File: src/rtl/timer_pkg.sv
// Shared register map and CTRL bit positions for the bus_timer slice.
package timer_pkg;

  localparam logic [1:0] REG_CTRL     = 2'd0;
  localparam logic [1:0] REG_RELOAD   = 2'd1;
  localparam logic [1:0] REG_COUNT    = 2'd2;
  localparam logic [1:0] REG_PRESCALE = 2'd3;

  localparam int unsigned CTRL_EN  = 0;
  localparam int unsigned CTRL_AR  = 1;
  localparam int unsigned CTRL_IE  = 2;
  localparam int unsigned CTRL_EXP = 15;

endpackage

File: src/rtl/bus_timer_if.sv
// CPU-side register bus seen by the timer: select, direction, address, data.
interface bus_timer_if #(
  parameter int unsigned DSIZE = 16
);
  logic             cs_b;
  logic             rnw;
  logic [1:0]       a;
  logic [DSIZE-1:0] din;
  logic [DSIZE-1:0] dout;

  modport master (output cs_b, rnw, a, din, input dout);
  modport slave  (input cs_b, rnw, a, din, output dout);
endinterface

File: src/rtl/timer_prescaler.sv
// Prescaler: counts 0..prescale while enabled, one-cycle tick on the terminal count.
module timer_prescaler #(
  parameter int unsigned PSIZE = 16
) (
  input  logic             clk,
  input  logic             reset,
  input  logic             en,
  input  logic             clear,
  input  logic [PSIZE-1:0] prescale,
  output logic             tick
);

  logic [PSIZE-1:0] pcnt;

  assign tick = en && (pcnt == prescale);

  always_ff @(posedge clk) begin
    if (reset || clear) begin
      pcnt <= '0;
    end else if (en) begin
      pcnt <= tick ? '0 : pcnt + 1'b1;
    end
  end

endmodule

File: src/rtl/bus_timer.sv
// Memory-mapped interval timer: CTRL/RELOAD/COUNT/PRESCALE registers,
// down-counter with optional auto-reload and a registered active-low IRQ.
module bus_timer
  import timer_pkg::*;
#(
  parameter int unsigned      DSIZE      = 16,
  parameter int unsigned      PSIZE      = 16,
  parameter logic [DSIZE-1:0] RELOAD_RST = 16'hffff
) (
  input  logic            clk,
  input  logic            reset,
  bus_timer_if.slave      bus,
  output logic            irq_b
);

  logic             en, ar, ie, exp_flag;
  logic [DSIZE-1:0] reload, count;
  logic [PSIZE-1:0] prescale;
  logic             tick, tick_live, expire;
  logic             wr, wr_ctrl, wr_reload, wr_count, wr_pre;
  logic [DSIZE-1:0] ctrl_word;

  assign wr        = !bus.cs_b && !bus.rnw;
  assign wr_ctrl   = wr && (bus.a == REG_CTRL);
  assign wr_reload = wr && (bus.a == REG_RELOAD);
  assign wr_count  = wr && (bus.a == REG_COUNT);
  assign wr_pre    = wr && (bus.a == REG_PRESCALE);

  // A COUNT write, or a CTRL write that stops the timer, swallows a coincident tick.
  assign tick_live = tick && !wr_count && !(wr_ctrl && !bus.din[CTRL_EN]);
  assign expire    = tick_live && (count == '0);

  timer_prescaler #(.PSIZE(PSIZE)) u_prescaler (
    .clk      (clk),
    .reset    (reset),
    .en       (en),
    .clear    (wr_ctrl || wr_pre),
    .prescale (prescale),
    .tick     (tick)
  );

  always_ff @(posedge clk) begin
    if (reset) begin
      en       <= 1'b0;
      ar       <= 1'b0;
      ie       <= 1'b0;
      exp_flag <= 1'b0;
      reload   <= RELOAD_RST;
      count    <= RELOAD_RST;
      prescale <= '0;
      irq_b    <= 1'b1;
    end else begin
      if (wr_ctrl) begin
        en <= bus.din[CTRL_EN];
        ar <= bus.din[CTRL_AR];
        ie <= bus.din[CTRL_IE];
      end else if (expire && !ar) begin
        en <= 1'b0;
      end
      // Expiry set takes priority over a same-cycle write-1-to-clear.
      exp_flag <= (exp_flag && !(wr_ctrl && bus.din[CTRL_EXP])) || expire;

      if (wr_count) begin
        count <= bus.din;
      end else if (tick_live) begin
        if (count != '0) begin
          count <= count - 1'b1;
        end else if (ar) begin
          count <= reload;
        end
      end

      if (wr_reload) reload   <= bus.din;
      if (wr_pre)    prescale <= PSIZE'(bus.din);
      irq_b <= !(exp_flag && ie);
    end
  end

  always_comb begin
    ctrl_word           = '0;
    ctrl_word[CTRL_EN]  = en;
    ctrl_word[CTRL_AR]  = ar;
    ctrl_word[CTRL_IE]  = ie;
    ctrl_word[CTRL_EXP] = exp_flag;
  end

  always_comb begin
    bus.dout = '0;
    if (!bus.cs_b && bus.rnw) begin
      unique case (bus.a)
        REG_CTRL:     bus.dout = ctrl_word;
        REG_RELOAD:   bus.dout = reload;
        REG_COUNT:    bus.dout = count;
        REG_PRESCALE: bus.dout = DSIZE'(prescale);
        default:      bus.dout = '0;
      endcase
    end
  end

endmodule
File: src/flat_wrapper.sv
// flat-port wrapper written by rule: the top's interface ports become plain ports
module bus_timer_flat import timer_pkg::*;
#(
  parameter int unsigned      DSIZE      = 16,
  parameter int unsigned      PSIZE      = 16,
  parameter logic [DSIZE-1:0] RELOAD_RST = 16'hffff
)
  (clk, reset, irq_b, bus_cs_b, bus_rnw, bus_a, bus_din, bus_dout);
  bus_timer_if #(.DSIZE(DSIZE)) bus_i ();
  input  logic clk;
  input  logic reset;
  output logic irq_b;
  input wire logic [$bits(bus_i.cs_b)-1:0] bus_cs_b;
  input wire logic [$bits(bus_i.rnw)-1:0] bus_rnw;
  input wire logic [$bits(bus_i.a)-1:0] bus_a;
  input wire logic [$bits(bus_i.din)-1:0] bus_din;
  output wire logic [$bits(bus_i.dout)-1:0] bus_dout;
  assign bus_i.cs_b = bus_cs_b;
  assign bus_i.rnw = bus_rnw;
  assign bus_i.a = bus_a;
  assign bus_i.din = bus_din;
  assign bus_dout = bus_i.dout;
  bus_timer #(.DSIZE(DSIZE), .PSIZE(PSIZE), .RELOAD_RST(RELOAD_RST)) u_core (.clk(clk), .reset(reset), .bus(bus_i), .irq_b(irq_b));
endmodule
File: config.mk
export PLATFORM = sky130hd
export DESIGN_NAME = bus_timer_flat
export DESIGN_NICKNAME = d
export VERILOG_FILES = /design/src/rtl/timer_pkg.sv /design/src/rtl/bus_timer_if.sv /design/src/rtl/timer_prescaler.sv /design/src/rtl/bus_timer.sv /design/src/flat_wrapper.sv
export SDC_FILE = /design/constraint.sdc
export NUM_CORES = 1
export LEC_CHECK = 0
export CAP_MARGIN = 25
export CORE_MARGIN = 5
export CORE_UTILIZATION = 49
export CTS_CLUSTER_DIAMETER = 100
export DETAILED_ROUTE_END_ITERATION = 16
export GPL_ROUTABILITY_DRIVEN = 0
export HOLD_SLACK_MARGIN = 0.08
export PLACE_DENSITY = 0.75
export SLEW_MARGIN = 10
export SYNTH_ARGS = -nofsm -noshare
export SYNTH_HDL_FRONTEND = slang
export SYNTH_SLANG_ARGS = --single-unit
File: constraint.sdc
create_clock -name clk -period 2.92 [get_ports clk]
set_clock_uncertainty 0.1 [all_clocks]
set_input_delay 0.584 -clock clk [delete_from_list [all_inputs] [get_ports clk]]
set_output_delay 0.584 -clock clk [all_outputs]
set_load 0.02 [all_outputs]
==> impl_metrics.ini, run 1 <==
[power_and_ir_drop]
leakagePower_nw = 1.808
power-per-cell-area_nw_per_um2 = 468.5
vdd_ir_drop_max_uv = 337.2

[layout]
num-nets-final = 559
final_design_utilization = 0.6081
drive_gt1_frac = 0.1187
area_growth_syn_to_layout_pct = 21.46
insertedDiodeCount = 0
final.fill_count = 678
top_library_cells_by_usage_in_the_layout_fill_and_taps_aside = sky130_fd_sc_hd__nand2_1 (94), sky130_fd_sc_hd__dfxtp_1 (69), sky130_fd_sc_hd__nor2_1 (53)
mostFrequentLayoutCell = sky130_fd_sc_hd__nand2_1
final_cells = 641
post-route-cell-area_um2 = 4674

[logic_synthesis]
synthDistinctLibCells = 51
ys.warnings.count = 0
synth.net_count = 511
synth_area_leader_cell = sky130_fd_sc_hd__dfxtp_1
ys_seq_elements = 69
synthesis.instances = 486
synth_enable_flop_cells = 0
yosys-mux-area-fraction = 0.04356
synthesized_area_fraction_occupied_by_ao_oa_aoi_and_oai_cells = 0.1704
synth_adder_area_share = 0.009753
post_synth_instance_area_um2 = 3849
main_combinational_cell_family_by_area_after_synthesis = simple AND/OR/NAND/NOR gates
synthArstFlopShare = 0
synth_top_flop_cell = sky130_fd_sc_hd__dfxtp_1
seq_area_frac_synth = 0.3589
postSynthAreaPerCell_um2 = 7.919
synth_largest_type_area_fraction = 0.3589
yosys.area_share.simple = 0.2793
post_synth_main_area_contributors = sky130_fd_sc_hd__dfxtp_1 (36%), sky130_fd_sc_hd__nand2_1 (9.2%), sky130_fd_sc_hd__xnor2_1 (6.4%), sky130_fd_sc_hd__nor2_1 (5.2%), sky130_fd_sc_hd__nand3b_1 (3.5%)
synth-xor-area-share = 0.07965

[drt]
routed_wire_length_per_instance_um = 17.49
drt_first_iter_violations = 267
drc_errors = 0
routed_wire_length_um = 11210
ant_nets = 0
dr_total_vias = 3761
drt_first_pass_iters = 5
drt-vias-per-instance = 5.867

[place]
detailed_place.area_um2 = 4434
placed_instances = 625
final_hpwl_from_detailed_placement_um = 8115
port_buffers = 38

[sta]
timing.slew.headroom = 0.5555
period_needed_ns = 2.841
timing_worst_slew_pin_value_ns = 0.6649
setup_repair_after_global_routing_missed_its_margin = no
peak_clock_frequency_supported_by_timing_mhz = 352.0
worst_hold_slack_ns = 0.3371
final_slew_violations = 0
finalCritPeriodShare = 0.9728
finalSetupViolCount = 0
report.final.hold_viol_count = 0
setup-tns-final_ns = 0

[clock_tree]
cts_root_buf = sky130_fd_sc_hd__clkbuf_8
post-cts-setup-buffers = 0
cts_htree_levels = 3
cts.clk_slew.worst_paths_ns = 0.07
number_of_buffers_between_clock_root_and_the_deepest_sink = 2
cts.sink_count = 69
cts_tree = built
post_cts_hold_buffer_count = 0
cts-buffers-inserted = 9
clock_latency_ns = 0.35
postCtsResizedCells = 11

[setup_path]
cp.arrival_ns = 2.16
reg2reg_slack_ns = 0.26
criticalPathCategory = input pin to output pin
path_max_fanout = 6
required_time_at_the_worst_slack_endpoint_ns = 2.24
startpoint_type = input pin
end_kind = output pin

[job]
drv_cap = 0

[floorplanning]
site_rows = 32
die_w_um = 98.63
floorplan.initialDensity = 0.5007
fp.coreArea_um2 = 7687
die_area_um2 = 9727
die_h_um = 98.63
boundaryPins = 39

[global_routing]
grt_antenna_before_repair = 0
gr-usage-all-layers = 0.2327
globalRoute.totalOverflow = 0
wire_length_of_the_first_global_routing_pass_um = 18200
first_global_vias = 3668
grt_start_max_net_pins = 21

[run_status]
outcome = finished, final reports clean

[worst_hold_path]
timing.hold.worst.class = flip-flop to flip-flop
## stage by stage
step                      total power [W]  setup WS [ns]
final                            0.002190        0.07937
after global routing             0.002261       0.001189
after CTS                        0.002196        0.07173
after global placement           0.001246        -0.2727
after detailed placement         0.001250        -0.2583
after floorplan                  0.001131         0.3557
## cell usage after synthesis (2+ instances only)
cell / n
sky130_fd_sc_hd__a221oi_1: 6
sky130_fd_sc_hd__buf_1: 3
sky130_fd_sc_hd__buf_6: 3
sky130_fd_sc_hd__a221oi_2: 7
sky130_fd_sc_hd__mux2_2: 3
sky130_fd_sc_hd__nand2_1: 94
sky130_fd_sc_hd__nand3_1: 12
sky130_fd_sc_hd__o21ai_0: 21
sky130_fd_sc_hd__nor4_1: 8
sky130_fd_sc_hd__clkbuf_1: 18
sky130_fd_sc_hd__or4_4: 2
sky130_fd_sc_hd__a211oi_1: 2
sky130_fd_sc_hd__mux4_2: 3
sky130_fd_sc_hd__xnor2_1: 28
sky130_fd_sc_hd__buf_2: 2
sky130_fd_sc_hd__and3_1: 2
sky130_fd_sc_hd__dfxtp_1: 69
sky130_fd_sc_hd__nand2b_1: 3
sky130_fd_sc_hd__xor2_1: 7
sky130_fd_sc_hd__a211o_1: 2
sky130_fd_sc_hd__mux2i_1: 4
sky130_fd_sc_hd__nor2_1: 53
sky130_fd_sc_hd__a21o_1: 3
sky130_fd_sc_hd__a21oi_1: 25
sky130_fd_sc_hd__nor2b_1: 5
sky130_fd_sc_hd__nand4_1: 9
sky130_fd_sc_hd__a22oi_1: 13
sky130_fd_sc_hd__o22a_1: 2
sky130_fd_sc_hd__inv_1: 22
sky130_fd_sc_hd__o31ai_1: 4
sky130_fd_sc_hd__o22ai_1: 3
sky130_fd_sc_hd__and2_1: 2
sky130_fd_sc_hd__nand3b_1: 18
sky130_fd_sc_hd__ha_1: 3
sky130_fd_sc_hd__or2_2: 2
sky130_fd_sc_hd__nor3_1: 8
## per-layer routing
layer / routed length [µm] / track usage
met5: 0 / 0
met4: 305 / 0.1019
met3: 847 / 0.04459
met2: 5259 / 0.3755
met1: 4802 / 0.3032
## logic make-up after synthesis
| family | count (synthesis) |
|---|---|
| xor+xnor | 35 |
| flops | 69 |
| buf+inv | 49 |
| simple gates | 226 |
| fa+ha+maj | 3 |
| compound gates | 93 |
| mux | 11 |
## worst max-delay path, stage by stage
cell and delay (ns):
sky130_fd_sc_hd__dlygate4sd2_1 0.36, sky130_fd_sc_hd__mux4_2 0.54, sky130_fd_sc_hd__nor2b_1 0.14, sky130_fd_sc_hd__clkdlybuf4s50_1 0.53
## flip-flops by register name, summed over array words and instances (netlist names)
name	flops
u_core.exp_flag	1
u_core.en	1
u_core.reload	16
u_core.irq_b	1
u_core.ie	1
u_core.u_prescaler.pcnt	16
u_core.count	16
u_core.prescale	16
u_core.ar	1
## cell type report
cell class | count | area, µm² | area share
clock inverters | 5 | 107.6 | 0.02302
flip-flops and latches | 69 | 1381 | 0.2955
inverters | 22 | 82.58 | 0.01767
repair buffers | 64 | 591.8 | 0.1266
multi-input cells | 368 | 2242 | 0.4797
clock buffers | 11 | 141.4 | 0.03025
well taps | 102 | 127.6 | 0.02730
## path summary, 6_finish.rpt
check                   from              end  cells past startpoint
max                 bus_a[1]      bus_dout[0]                      4
min                u_core.ie     u_core.irq_b                      1
max reg2reg  u_core.count[3]  u_core.count[1]                      6
min reg2reg        u_core.ie     u_core.irq_b                      1
## power breakdown
group          internal [W]  leakage (nW)  switching, W  total, W
clock network      0.000594         0.124      0.000366  0.000960
logic              0.000118          1.12      0.000130  0.000248
registers          0.000960         0.560     0.0000223  0.000982
Power figures use the tool's default switching activity.
==> run 2: changes to the inputs <==
CORE_UTILIZATION = 40   (was 49)
PLACE_DENSITY = 0.65   (was 0.75)
==> impl_metrics.ini, run 2 (same netlist as run 1, synthesis figures left out) <==
[run_status]
outcome = finished, final reports clean

[layout]
insertedDiodeCount = 0
area_growth_syn_to_layout_pct = 21.10
mostFrequentLayoutCell = sky130_fd_sc_hd__nand2_1
final_cells = 666
drive_gt1_frac = 0.1192
top_library_cells_by_usage_in_the_layout_fill_and_taps_aside = sky130_fd_sc_hd__nand2_1 (94), sky130_fd_sc_hd__dfxtp_1 (69), sky130_fd_sc_hd__nor2_1 (53)
num-nets-final = 557

[sta]
setup_repair_after_global_routing_missed_its_margin = no
finalCritPeriodShare = 0.9695
setup-tns-final_ns = 0
finalSetupViolCount = 0
peak_clock_frequency_supported_by_timing_mhz = 353.2
timing_worst_slew_pin_value_ns = 0.6357
final_slew_violations = 0
period_needed_ns = 2.831
report.final.hold_viol_count = 0
timing.slew.headroom = 0.5752

[clock_tree]
cts_htree_levels = 3
cts_root_buf = sky130_fd_sc_hd__clkbuf_8
cts-buffers-inserted = 9
cts.sink_count = 69
cts.clk_slew.worst_paths_ns = 0.08
cts_tree = built
post_cts_hold_buffer_count = 0
number_of_buffers_between_clock_root_and_the_deepest_sink = 2
post-cts-setup-buffers = 0
clock_latency_ns = 0.36

[power_and_ir_drop]
share_clk_of_total_power = 0.394
power.net_switching_w = 0.0005565
share_of_total_power_in_combinational_logic = 0.124
power-per-cell-area_nw_per_um2 = 436.2
leakagePower_nw = 1.753
switching_share = 0.2737
power_frac_seq = 0.483
vdd_ir_drop_max_uv = 283.6
intPower_w = 0.001477

[setup_path]
cp.arrival_ns = 2.15
path_max_fanout = 6
criticalPathCategory = input pin to output pin
startpoint_type = input pin
critical_path.startpoint = bus_a[1]
end_kind = output pin
timing.rr.start = u_core.count[2]
required_time_at_the_worst_slack_endpoint_ns = 2.24

[global_routing]
gr-usage-all-layers = 0.2008
first_global_vias = 3626
globalRoute.totalOverflow = 0
grt_antenna_before_repair = 0
grt_start_max_net_pins = 22
wire_length_of_the_first_global_routing_pass_um = 18460

[floorplanning]
die_h_um = 108.1
floorplan.initialDensity = 0.4126
site_rows = 35
die_area_um2 = 11680
boundaryPins = 39
die_w_um = 108.1
fp.coreArea_um2 = 9328

[drt]
drt_first_pass_iters = 5
drt_first_iter_violations = 219
drc_errors = 0
routed_wire_length_per_instance_um = 16.88
drt-vias-per-instance = 5.521
ant_nets = 0
routed_wire_length_um = 11240
dr_total_vias = 3677

[worst_hold_path]
timing.hold.worst.class = flip-flop to flip-flop
min_from = u_core.ie

[place]
final_hpwl_from_detailed_placement_um = 8222
placed_instances = 650
port_buffers = 38

[job]
drv_cap = 0
-- run 2: cell count changes in the layout (fill, tap and decap cells not counted), sizes merged --
cell,delta
inv,+1
dlymetal6s2s,+1
clkinvlp,+3
clkbuf,-1
buf,-2
clkdlybuf4s50,+7
bufinv,-2
dlygate4sd2,-9
-- run 2: power by group through the flow --
stage | Sequential [W] | Clock [W] | Combinational, W
2_1_floorplan | 0.000995 | 0 | 0.000136
3_5_place_dp | 0.00100 | 0 | 0.000251
4_1_cts | 0.000981 | 0.000811 | 0.000252
3_3_place_gp | 0.00100 | 0 | 0.000247
5_1_grt | 0.000983 | 0.000852 | 0.000275
6_report | 0.000981 | 0.000800 | 0.000251
-- run 2: layout make-up --
type	instances	area (µm²)
fillers	918	4667
multi-input cells	368	2242
repair buffers	62	594.3
clock buffers	9	123.9
clock inverters	7	75.07
flip-flops and latches	69	1381
inverters	22	82.58
well taps	129	161.4
-- run 2: final timing paths --
check | cells after the start | slack [ns] | end
worst max-delay path | 4 | 0.09 | bus_dout[15]
worst min-delay path | 1 | 0.35 | u_core.irq_b
worst max register to register | 6 | 0.20 | u_core.count[0]
worst min register to register | 1 | 0.35 | u_core.irq_b
-- run 2: metal layers --
metal | vias up | GRT usage | share of wire
li1 | 1777 | - | -
met1 | 1745 | 0.2675 | 0.45
met2 | 140 | 0.3215 | 0.45
met3 | 15 | 0.05015 | 0.082
met4 | 0 | 0.06041 | 0.017
met5 | - | 0 | 0
-- run 2: stage by stage --
step | utilization | setup slack, ns | total power, W | area, µm² | hold slack [ns]
6_report | 0.4997 | 0.08896 | 0.002033 | 4661 | 0.3528
2_1_floorplan | - | 0.3557 | 0.001131 | 3849 | 0.2895
5_1_grt | 0.4997 | 0.009856 | 0.002110 | 4661 | 0.3700
3_5_place_dp | 0.4787 | -0.2672 | 0.001254 | 4466 | 0.3424
3_3_place_gp | 0.4787 | -0.2372 | 0.001250 | 4466 | 0.3218
4_1_cts | 0.4999 | 0.02572 | 0.002044 | 4663 | 0.3607
-- run 2: what timing repair did --
action / CTS / global route
pin swaps: 0 / 0
gates resized for setup: 3 / 2
endpoints found under the setup margin: 16 / 8
-- run 2: critical path: stages --
cell	delay (ns)
sky130_fd_sc_hd__dlygate4sd2_1	0.35
sky130_fd_sc_hd__mux4_2	0.54
sky130_fd_sc_hd__nor2b_1	0.14
sky130_fd_sc_hd__clkdlybuf4s50_1	0.53
==> run 3: changes to the inputs <==
clock period = 2.9 ns   (was 2.92 ns; I/O delays follow)
==> impl_metrics.ini, run 3 (same netlist as run 1, synthesis figures left out) <==
[drt]
drt-vias-per-instance = 5.433
routed_wire_length_um = 11250
drt_first_iter_violations = 170
ant_nets = 0
dr_total_vias = 3629
routed_wire_length_per_instance_um = 16.84
drc_errors = 0
drt_first_pass_iters = 5

[power_and_ir_drop]
leakagePower_nw = 1.770
post-layout-total-power_w = 0.002141
power-per-cell-area_nw_per_um2 = 454.6
vdd_ir_drop_max_uv = 279.2

[sta]
timing.slew.headroom = 0.5599
finalSetupViolCount = 0
final_slew_violations = 0
finalCritPeriodShare = 0.9559
peak_clock_frequency_supported_by_timing_mhz = 360.7
setup_repair_after_global_routing_missed_its_margin = no
final_setup_slack_of_the_worst_path_ns = 0.1279
setup-tns-final_ns = 0
period_needed_ns = 2.772
report.final.hold_viol_count = 0
timing_worst_slew_pin_value_ns = 0.6582

[floorplanning]
fp.coreArea_um2 = 9328
die_area_um2 = 11680
site_rows = 35
floorplan.initialDensity = 0.4126
die_w_um = 108.1
die_h_um = 108.1
boundaryPins = 39

[global_routing]
first_global_vias = 3571
grt_antenna_before_repair = 0
wire_length_of_the_first_global_routing_pass_um = 18260
global_route.usage.met2 = 0.3393
grt_start_max_net_pins = 22
met1_layer_usage_reported_by_global_route = 0.2579
busiest_layer = met2
met3_usage = 0.04478
gr-usage-all-layers = 0.1997
globalRoute.totalOverflow = 0

[run_status]
outcome = finished, final reports clean

[job]
drv_cap = 0

[clock_tree]
cts-buffers-inserted = 9
cts_htree_levels = 3
number_of_buffers_between_clock_root_and_the_deepest_sink = 2
cts.clk_slew.worst_paths_ns = 0.08
post_cts_hold_buffer_count = 0
post-cts-setup-buffers = 0
postCtsResizedCells = 3
cts_root_buf = sky130_fd_sc_hd__clkbuf_8
clock_latency_ns = 0.35
cts_tree = built
cts.sink_count = 69

[place]
port_buffers = 38
preCtsSetupSlack_ns = -0.2777
final_hpwl_from_detailed_placement_um = 8338

[worst_hold_path]
timing.hold.worst.class = flip-flop to flip-flop
timing.hold.worst_path_depth = 1

[layout]
insertedDiodeCount = 0
final-seq-area_um2 = 1381
num-nets-final = 559
area_taken_by_multi_input_logic_gates_um2 = 2245
top_library_cells_by_usage_in_the_layout_fill_and_taps_aside = sky130_fd_sc_hd__nand2_1 (94), sky130_fd_sc_hd__dfxtp_1 (69), sky130_fd_sc_hd__nor2_1 (53)
area_growth_syn_to_layout_pct = 22.37
drive_gt1_frac = 0.1262
mostFrequentLayoutCell = sky130_fd_sc_hd__nand2_1
final.fill_count = 926

[setup_path]
r2r.worst_path.cells = 6
end_kind = output pin
cp.arrival_ns = 2.09
required_time_at_the_worst_slack_endpoint_ns = 2.22
criticalPathCategory = input pin to output pin
startpoint_type = input pin
path_max_fanout = 16
-- run 3: cell count changes in the layout (fill, tap and decap cells not counted) --
cell,delta
sky130_fd_sc_hd__buf_12,+1
sky130_fd_sc_hd__clkinv_2,+1
sky130_fd_sc_hd__nor2b_2,+1
sky130_fd_sc_hd__dlymetal6s2s_1,-1
sky130_fd_sc_hd__bufinv_16,+1
sky130_fd_sc_hd__clkbuf_8,+1
sky130_fd_sc_hd__buf_4,+1
sky130_fd_sc_hd__clkdlybuf4s50_1,+1
sky130_fd_sc_hd__dlygate4sd2_1,-1
sky130_fd_sc_hd__clkinvlp_4,-2
sky130_fd_sc_hd__clkbuf_2,+1
sky130_fd_sc_hd__inv_6,-1
sky130_fd_sc_hd__nor2b_1,-1
-- run 3: report_power, final --
part | internal [W] | switching [W] | leakage (nW)
Combinational | 0.000125 | 0.000134 | 1.10
Sequential | 0.000966 | 0.0000213 | 0.560
Clock | 0.000506 | 0.000389 | 0.112
Total | 0.00160 | 0.000544 | 1.77
-- run 3: worst paths after layout --
path / end / start / slack [ns]
max: bus_dout[12] / bus_cs_b / 0.13
min: u_core.irq_b / u_core.ie / 0.34
max reg2reg: u_core.count[4] / u_core.count[3] / 0.25
min reg2reg: u_core.irq_b / u_core.ie / 0.34
-- run 3: cell type report --
type | count | share of cell area
multi-input combinational | 368 | 0.4766
clock buffer | 10 | 0.02922
inverter | 22 | 0.01753
tap | 129 | 0.03427
clock inverter | 6 | 0.01833
sequential | 69 | 0.2933
timing repair buffer | 64 | 0.1307
-- run 3: worst max-delay path: stages --
cell and delay, ns:
sky130_fd_sc_hd__clkdlybuf4s50_1 0.41, sky130_fd_sc_hd__nand2b_1 0.18, sky130_fd_sc_hd__buf_12 0.16, sky130_fd_sc_hd__nor2_1 0.12, sky130_fd_sc_hd__clkdlybuf4s50_1 0.62
-- run 3: metrics by stage --
step | area (µm²) | instances | hold WS (ns) | util
3_3_place_gp | 4493 | 652 | 0.3203 | 0.4817
4_1_cts | 4716 | 668 | 0.3344 | 0.5056
2_1_floorplan | 3849 | 486 | 0.2895 | -
3_5_place_dp | 4493 | 652 | 0.3111 | 0.4817
5_1_grt | 4710 | 668 | 0.3533 | 0.5049
6_report | 4710 | 668 | 0.3359 | 0.5049
-- run 3: metal layers --
layer | vias to the layer above | share of wire
met5 | - | 0
met4 | 0 | 0.012
met1 | 1724 | 0.45
met3 | 14 | 0.057
met2 | 106 | 0.48
li1 | 1785 | -
